==> src/rtl/fifo_wr_ingress_pkg.sv <==
// Shared types and helpers for the async FIFO write side: skid states and
// gray/binary pointer conversion.
package fifo_pkg;

   localparam int ADD_WIDTH_DEF = 3;
   localparam int DEPTH         = 2 ** ADD_WIDTH_DEF;

   // Wide enough for any pointer width; callers zero-extend and truncate.
   localparam int GRY_MAX_W = 32;
   typedef logic [GRY_MAX_W-1:0] gry_word_t;

   typedef enum logic [1:0] {
      EMPTY = 2'd0,
      ONE   = 2'd1,
      TWO   = 2'd2
   } skid_state_t;

   function automatic gry_word_t bin2gry(input gry_word_t b);
      return b ^ (b >> 1);
   endfunction

   function automatic gry_word_t gray2bin(input gry_word_t g);
      gry_word_t b;
      b[GRY_MAX_W-1] = g[GRY_MAX_W-1];
      for (int i = GRY_MAX_W - 2; i >= 0; i--) begin
         b[i] = b[i+1] ^ g[i];
      end
      return b;
   endfunction

endpackage

==> src/rtl/fifo_wr_ingress_if.sv <==
// Stream, pointer and status bundle between the write-side environment and
// fifo_wr_ingress.
interface fifo_wr_ingress_if
   import fifo_pkg::*;
#(
   parameter int DATA_WIDTH = 8,
   parameter int ADD_WIDTH  = ADD_WIDTH_DEF
);
   logic                  s_valid;
   logic [DATA_WIDTH-1:0] s_data;
   logic                  s_ready;
   logic [ADD_WIDTH:0]    rd_ptr_gry;
   logic [ADD_WIDTH:0]    rd_gry_sync;
   logic [ADD_WIDTH:0]    wr_ptr_bin_gry;
   logic                  fifo_full;
   logic                  wr_en;
   logic [DATA_WIDTH-1:0] wr_data;
   logic [ADD_WIDTH:0]    wr_level;
   logic                  almost_full;

   modport master (
      output s_valid, s_data, rd_ptr_gry, wr_ptr_bin_gry, fifo_full,
      input  s_ready, rd_gry_sync, wr_en, wr_data, wr_level, almost_full
   );

   modport slave (
      input  s_valid, s_data, rd_ptr_gry, wr_ptr_bin_gry, fifo_full,
      output s_ready, rd_gry_sync, wr_en, wr_data, wr_level, almost_full
   );
endinterface

==> src/rtl/fifo_wr_ingress_gry_sync.sv <==
// N-stage flop synchronizer for a gray-coded pointer; no logic between stages.
module fifo_gry_sync #(
   parameter int WIDTH  = 4,
   parameter int STAGES = 2
) (
   input  logic             i_clk,
   input  logic             i_rst_n,
   input  logic [WIDTH-1:0] i_d,
   output logic [WIDTH-1:0] o_q
);
   logic [WIDTH-1:0] r_sync     [STAGES];
   logic [WIDTH-1:0] w_stage_in [STAGES];

   assign w_stage_in[0] = i_d;

   generate
      for (genvar gi = 1; gi < STAGES; gi++) begin : g_chain
         assign w_stage_in[gi] = r_sync[gi-1];
      end
   endgenerate

   always_ff @(posedge i_clk or negedge i_rst_n) begin
      if (!i_rst_n) begin
         for (int i = 0; i < STAGES; i++) begin
            r_sync[i] <= '0;
         end
      end else begin
         r_sync <= w_stage_in;
      end
   end

   assign o_q = r_sync[STAGES-1];
endmodule

==> src/rtl/fifo_wr_ingress.sv <==
// Write-domain front end of the async FIFO: 2-entry skid buffer feeding the RAM
// write port, rd-pointer synchronizer, and registered fill level / almost_full.
module fifo_wr_ingress
   import fifo_pkg::*;
#(
   parameter int DATA_WIDTH  = 8,
   parameter int ADD_WIDTH   = ADD_WIDTH_DEF,
   parameter int AF_THRESH   = 6,
   parameter int SYNC_STAGES = 2
) (
   input logic              wr_clk,
   input logic              wr_rst,
   fifo_wr_ingress_if.slave bus
);
   localparam int PTR_W = ADD_WIDTH + 1;
   localparam logic [PTR_W-1:0] AF_LVL = PTR_W'(AF_THRESH);

   skid_state_t           r_state;
   logic [DATA_WIDTH-1:0] r_main;
   logic [DATA_WIDTH-1:0] r_skid;
   logic [PTR_W-1:0]      r_level;
   logic                  r_af;

   logic                  w_accept;
   logic                  w_pop;
   logic [PTR_W-1:0]      w_wr_bin;
   logic [PTR_W-1:0]      w_rd_bin;
   logic [PTR_W-1:0]      w_level_next;

   // Handshake outputs come from the state register only, so fifo_full never
   // reaches s_ready combinationally.
   assign bus.s_ready = (r_state != TWO);
   assign bus.wr_en   = (r_state != EMPTY);
   assign bus.wr_data = r_main;

   assign w_accept = bus.s_valid & bus.s_ready;
   assign w_pop    = bus.wr_en & ~bus.fifo_full;

   always_ff @(posedge wr_clk or negedge wr_rst) begin
      if (!wr_rst) begin
         r_state <= EMPTY;
         r_main  <= '0;
         r_skid  <= '0;
      end else begin
         case (r_state)
            EMPTY: begin
               if (w_accept) begin
                  r_state <= ONE;
                  r_main  <= bus.s_data;
               end
            end
            ONE: begin
               if (w_accept && w_pop) begin
                  r_main <= bus.s_data;
               end else if (w_accept) begin
                  r_state <= TWO;
                  r_skid  <= bus.s_data;
               end else if (w_pop) begin
                  r_state <= EMPTY;
               end
            end
            TWO: begin
               if (w_pop) begin
                  r_state <= ONE;
                  r_main  <= r_skid;
               end
            end
            default: r_state <= EMPTY;
         endcase
      end
   end

   fifo_gry_sync #(
      .WIDTH  (PTR_W),
      .STAGES (SYNC_STAGES)
   ) u_rd_sync (
      .i_clk   (wr_clk),
      .i_rst_n (wr_rst),
      .i_d     (bus.rd_ptr_gry),
      .o_q     (bus.rd_gry_sync)
   );

   // Modulo subtraction on ADD_WIDTH+1 bits absorbs pointer wrap-around.
   assign w_wr_bin     = PTR_W'(gray2bin(gry_word_t'(bus.wr_ptr_bin_gry)));
   assign w_rd_bin     = PTR_W'(gray2bin(gry_word_t'(bus.rd_gry_sync)));
   assign w_level_next = w_wr_bin - w_rd_bin;

   always_ff @(posedge wr_clk or negedge wr_rst) begin
      if (!wr_rst) begin
         r_level <= '0;
         r_af    <= 1'b0;
      end else begin
         r_level <= w_level_next;
         r_af    <= (w_level_next >= AF_LVL);
      end
   end

   assign bus.wr_level    = r_level;
   assign bus.almost_full = r_af;
endmodule
==> src/flat_wrapper.sv <==
// flat-port wrapper written by rule: the top's interface ports become plain ports
module fifo_wr_ingress_flat import fifo_pkg::*;
#(
   parameter int DATA_WIDTH  = 8,
   parameter int ADD_WIDTH   = ADD_WIDTH_DEF,
   parameter int AF_THRESH   = 6,
   parameter int SYNC_STAGES = 2
)
  (wr_clk, wr_rst, bus_s_valid, bus_s_data, bus_rd_ptr_gry, bus_wr_ptr_bin_gry, bus_fifo_full, bus_s_ready, bus_rd_gry_sync, bus_wr_en, bus_wr_data, bus_wr_level, bus_almost_full);
  fifo_wr_ingress_if #(.DATA_WIDTH(DATA_WIDTH), .ADD_WIDTH(ADD_WIDTH)) bus_i ();
  input logic wr_clk;
  input logic wr_rst;
  input wire logic [$bits(bus_i.s_valid)-1:0] bus_s_valid;
  input wire logic [$bits(bus_i.s_data)-1:0] bus_s_data;
  input wire logic [$bits(bus_i.rd_ptr_gry)-1:0] bus_rd_ptr_gry;
  input wire logic [$bits(bus_i.wr_ptr_bin_gry)-1:0] bus_wr_ptr_bin_gry;
  input wire logic [$bits(bus_i.fifo_full)-1:0] bus_fifo_full;
  output wire logic [$bits(bus_i.s_ready)-1:0] bus_s_ready;
  output wire logic [$bits(bus_i.rd_gry_sync)-1:0] bus_rd_gry_sync;
  output wire logic [$bits(bus_i.wr_en)-1:0] bus_wr_en;
  output wire logic [$bits(bus_i.wr_data)-1:0] bus_wr_data;
  output wire logic [$bits(bus_i.wr_level)-1:0] bus_wr_level;
  output wire logic [$bits(bus_i.almost_full)-1:0] bus_almost_full;
  assign bus_i.s_valid = bus_s_valid;
  assign bus_i.s_data = bus_s_data;
  assign bus_i.rd_ptr_gry = bus_rd_ptr_gry;
  assign bus_i.wr_ptr_bin_gry = bus_wr_ptr_bin_gry;
  assign bus_i.fifo_full = bus_fifo_full;
  assign bus_s_ready = bus_i.s_ready;
  assign bus_rd_gry_sync = bus_i.rd_gry_sync;
  assign bus_wr_en = bus_i.wr_en;
  assign bus_wr_data = bus_i.wr_data;
  assign bus_wr_level = bus_i.wr_level;
  assign bus_almost_full = bus_i.almost_full;
  fifo_wr_ingress #(.DATA_WIDTH(DATA_WIDTH), .ADD_WIDTH(ADD_WIDTH), .AF_THRESH(AF_THRESH), .SYNC_STAGES(SYNC_STAGES)) u_core (.wr_clk(wr_clk), .wr_rst(wr_rst), .bus(bus_i));
endmodule
==> config.mk <==
export PLATFORM = sky130hd
export DESIGN_NAME = fifo_wr_ingress_flat
export DESIGN_NICKNAME = d
export VERILOG_FILES = /design/src/rtl/fifo_wr_ingress_pkg.sv /design/src/rtl/fifo_wr_ingress_if.sv /design/src/rtl/fifo_wr_ingress_gry_sync.sv /design/src/rtl/fifo_wr_ingress.sv /design/src/flat_wrapper.sv
export SDC_FILE = /design/constraint.sdc
export NUM_CORES = 1
export LEC_CHECK = 0
export ABC_AREA = 0
export CAP_MARGIN = 15
export CORE_MARGIN = 10
export CORE_UTILIZATION = 46
export DETAILED_ROUTE_END_ITERATION = 6
export PLACE_DENSITY_LB_ADDON = 0.1
export SETUP_SLACK_MARGIN = 0.05
export SLEW_MARGIN = 15
export SYNTH_ARGS = -nofsm -noshare
export SYNTH_HDL_FRONTEND = slang
export SYNTH_SLANG_ARGS = --single-unit
==> constraint.sdc <==
create_clock -name wr_clk -period 2.9 [get_ports wr_clk]
set_input_delay 0.58 -clock wr_clk [delete_from_list [all_inputs] [get_ports wr_clk]]
set_output_delay 0.58 -clock wr_clk [all_outputs]
set_load 0.05 [all_outputs]
==> flow_metrics.env, run 1 <==
export IMPL_wire_per_inst_um=15.35
export IMPL_max_stage_delay_ns=0.81
export IMPL_portBuffers=38
export IMPL_fp_dieW_um=74.18
export IMPL_cts_sinks=31
export IMPL_nNetsFinal=158
export IMPL_ys_ff_latch=31
export IMPL_worstSetupEndpointType="output pin"
export IMPL_final_common_cell="clkdlybuf4s50_1"
export IMPL_ys_warn_count=0
export IMPL_p_leak_nw=0.7742
export IMPL_synth_avg_cell_area_um2=14.67
export IMPL_syn_num_nets=116
export IMPL_synth_top_flop_cell="dfrtp_1"
export IMPL_maxCapViolCount=0
export IMPL_powerDensity_nw_per_um2=927.2
export IMPL_fp_coreArea_um2=2781
export IMPL_clk_latency_ns=0.32
export IMPL_slew_headroom=0.6538
export IMPL_ios=39
export IMPL_final_cells=166
export IMPL_grt_max_degree=32
export IMPL_cts_tree="built"
export IMPL_grt_overflow_total=0
export IMPL_clock_skew_ns=0.008813
export IMPL_cts_resized=0
export IMPL_period_share=0.9166
export IMPL_required_ns=2.32
export IMPL_drc=0
export IMPL_finalHoldViolCount=0
export IMPL_ys_async_sr_fraction=1.000
export IMPL_hold_path_class="flip-flop to flip-flop"
export IMPL_start_util=0.4854
export IMPL_cp_arrival_ns=2.08
export IMPL_report_final_setup_viol=0
export IMPL_antenna_found_initial=0
export IMPL_drtAntennaViolNets=0
export IMPL_gp_congestion=0.7521
export IMPL_postSynthCellCount=92
export IMPL_via_per_inst=5.139
export IMPL_min_period_ns=2.658
export IMPL_h_tree_depth=2
export IMPL_die_y_um=74.18
export IMPL_worstRegToRegCells=9
export IMPL_ys_seq_area_frac=0.5746
export IMPL_area_growth_pct=34.20
export IMPL_tightest_slew_ns=0.5177
export IMPL_via_count=853
export IMPL_dp_cells=158
export IMPL_path_cells="and2b_1, inv_4, clkdlybuf4s50_1"
export IMPL_status="completed"
export IMPL_final_cell_mix="clkdlybuf4s50_1 (38), dfrtp_1 (31), mux2_2 (23)"
export IMPL_worstSetupPathType="flip-flop to output pin"
export IMPL_grt_pass1_wl_mm=4.195
export IMPL_cts_path_max_buffers=2
export IMPL_holdPathStages=0
export IMPL_ys_types=23
export IMPL_clk_pin_slew_worst_paths_ns=0.09
export IMPL_reg2reg_from="u_core.u_rd_sync.o_q[3]"
export IMPL_hold_path_endpoint="u_core.u_rd_sync.o_q[1]"
export IMPL_finalSetupTns_ns=0
export IMPL_reg2reg_slack_ns=0.65
export IMPL_netlist_area_um2=1350
export IMPL_routed_wl_mm=2.548
export IMPL_maxSlewViolCount=0
export IMPL_critPathSlowestCell="clkdlybuf4s50_1"
export IMPL_rsz0062_at_grt="no"
export IMPL_cts_hold_buf=0
export IMPL_hpwl_mm=1.996
export IMPL_r2r_end="u_core.bus.almost_full"
export IMPL_synth_edf_count=0
export IMPL_drt_initial_drc_count=34
export IMPL_row_count=19
export IMPL_drt_first_pass_iters=4
export IMPL_n_antenna_cell=0
export IMPL_hp_start="u_core.u_rd_sync.r_sync[5]"
export IMPL_track_usage=0.09901
export IMPL_cts_setup_buffers=0
export IMPL_die_area_um2=5502
export IMPL_whs_ns=0.3533
export IMPL_grt_pass1_vias=928
export IMPL_drive_above_1_share=0.2667
export IMPL_cts_buffers=5
export IMPL_path_max_fanout=9
export IMPL_root_buffer="clkbuf_4"
export IMPL_start_kind="flip-flop"
export IMPL_ir_worst_vdd_v=0.0007896
export IMPL_fmax_ghz=0.3762
==> worst max-delay path: cells and delay by family (launching register included) <==
kind          cells  cell delay, ns
buf+inv           2            0.96
flops             1            0.44
simple gates      1            0.35
==> registers in the layout, indices dropped and copies added (netlist names) <==
register and cells:
u_core.bus.wr_data 8, u_core.r_skid 8, u_core.bus.wr_level 4, u_core.u_rd_sync.o_q 4, u_core.u_rd_sync.r_sync 4, u_core.r_state 2, u_core.bus.almost_full 1
==> routing by layer <==
metal  part of all wire  track usage  vias to the layer above
met5                  0            0                        -
met4             0.0090      0.03934                        0
met3              0.094      0.05186                        4
met2               0.52       0.1600                       30
met1               0.38       0.1075                      420
li1                   -            -                      399
==> through the flow <==
stage          setup WS (ns)  power [W]  cell area, um2  utilization
2_1_floorplan         0.6542   0.001162            1350            -
3_3_place_gp          0.2006   0.001404            1743       0.6266
3_5_place_dp         0.09732   0.001423            1743       0.6266
4_1_cts               0.2144   0.001708            1812       0.6514
5_1_grt               0.1199   0.001771            1812       0.6514
6_report              0.2419   0.001680            1812       0.6514
==> worst max path at each step <==
stage	startpoint	endpoint	slack, ns
after global placement	bus_wr_ptr_bin_gry[3]	u_core.bus.almost_full	0.20
after global routing	u_core.r_state[1]	bus_s_ready	0.12
after detailed placement	bus_wr_ptr_bin_gry[3]	u_core.bus.almost_full	0.1
after floorplan	bus_wr_ptr_bin_gry[2]	u_core.bus.almost_full	0.65
final	u_core.r_state[1]	bus_s_ready	0.24
after CTS	u_core.r_state[1]	bus_s_ready	0.21
==> report_power, final <==
group | internal, W | switching, W
clock | 0.000143 | 0.000135
sequential | 0.000575 | 0.0000626
combinational | 0.000310 | 0.000455
==> cell usage after synthesis (2+ instances only) <==
master    n  area [um2]
ha_1      3       37.54
dfrtp_1  31       775.7
xor2_1    5       43.79
a21oi_1   2       10.01
xnor2_1   4       35.03
nand2_1   3       11.26
inv_1     3       11.26
mux2_2   23       259.0
buf_4     4       30.03
==> layout make-up <==
cell class	count	area (um2)
timing repair buffer	40	395.4
clock buffer	8	68.82
inverter	4	17.52
fill	230	969.7
sequential	31	775.7
multi-input combinational	52	515.5
tap	31	38.79
==> cell families (layout without fill, tap and decap cells) <==
| logic type | after synthesis | after routing | share of synthesized area |
|---|---|---|---|
| AO/OA/AOI/OAI | 5 | 5 | 0.03615 |
| multiplexers | 24 | 24 | 0.2002 |
| XOR/XNOR | 9 | 9 | 0.05838 |
| flip-flops | 31 | 31 | 0.5746 |
| AND/OR/NAND/NOR | 10 | 10 | 0.04449 |
| buffers and inverters | 9 | 52 | 0.04356 |
| adder cells (fa/ha/maj) | 4 | 4 | 0.04264 |
Note: power is estimated with default switching activity, not from simulation.
==> run 2: changes to the inputs <==
Settings changed: CAP_MARGIN 15 to 20.
==> results of run 2 <==
No change in the layout: final DEF, timing and power equal those of run 1.
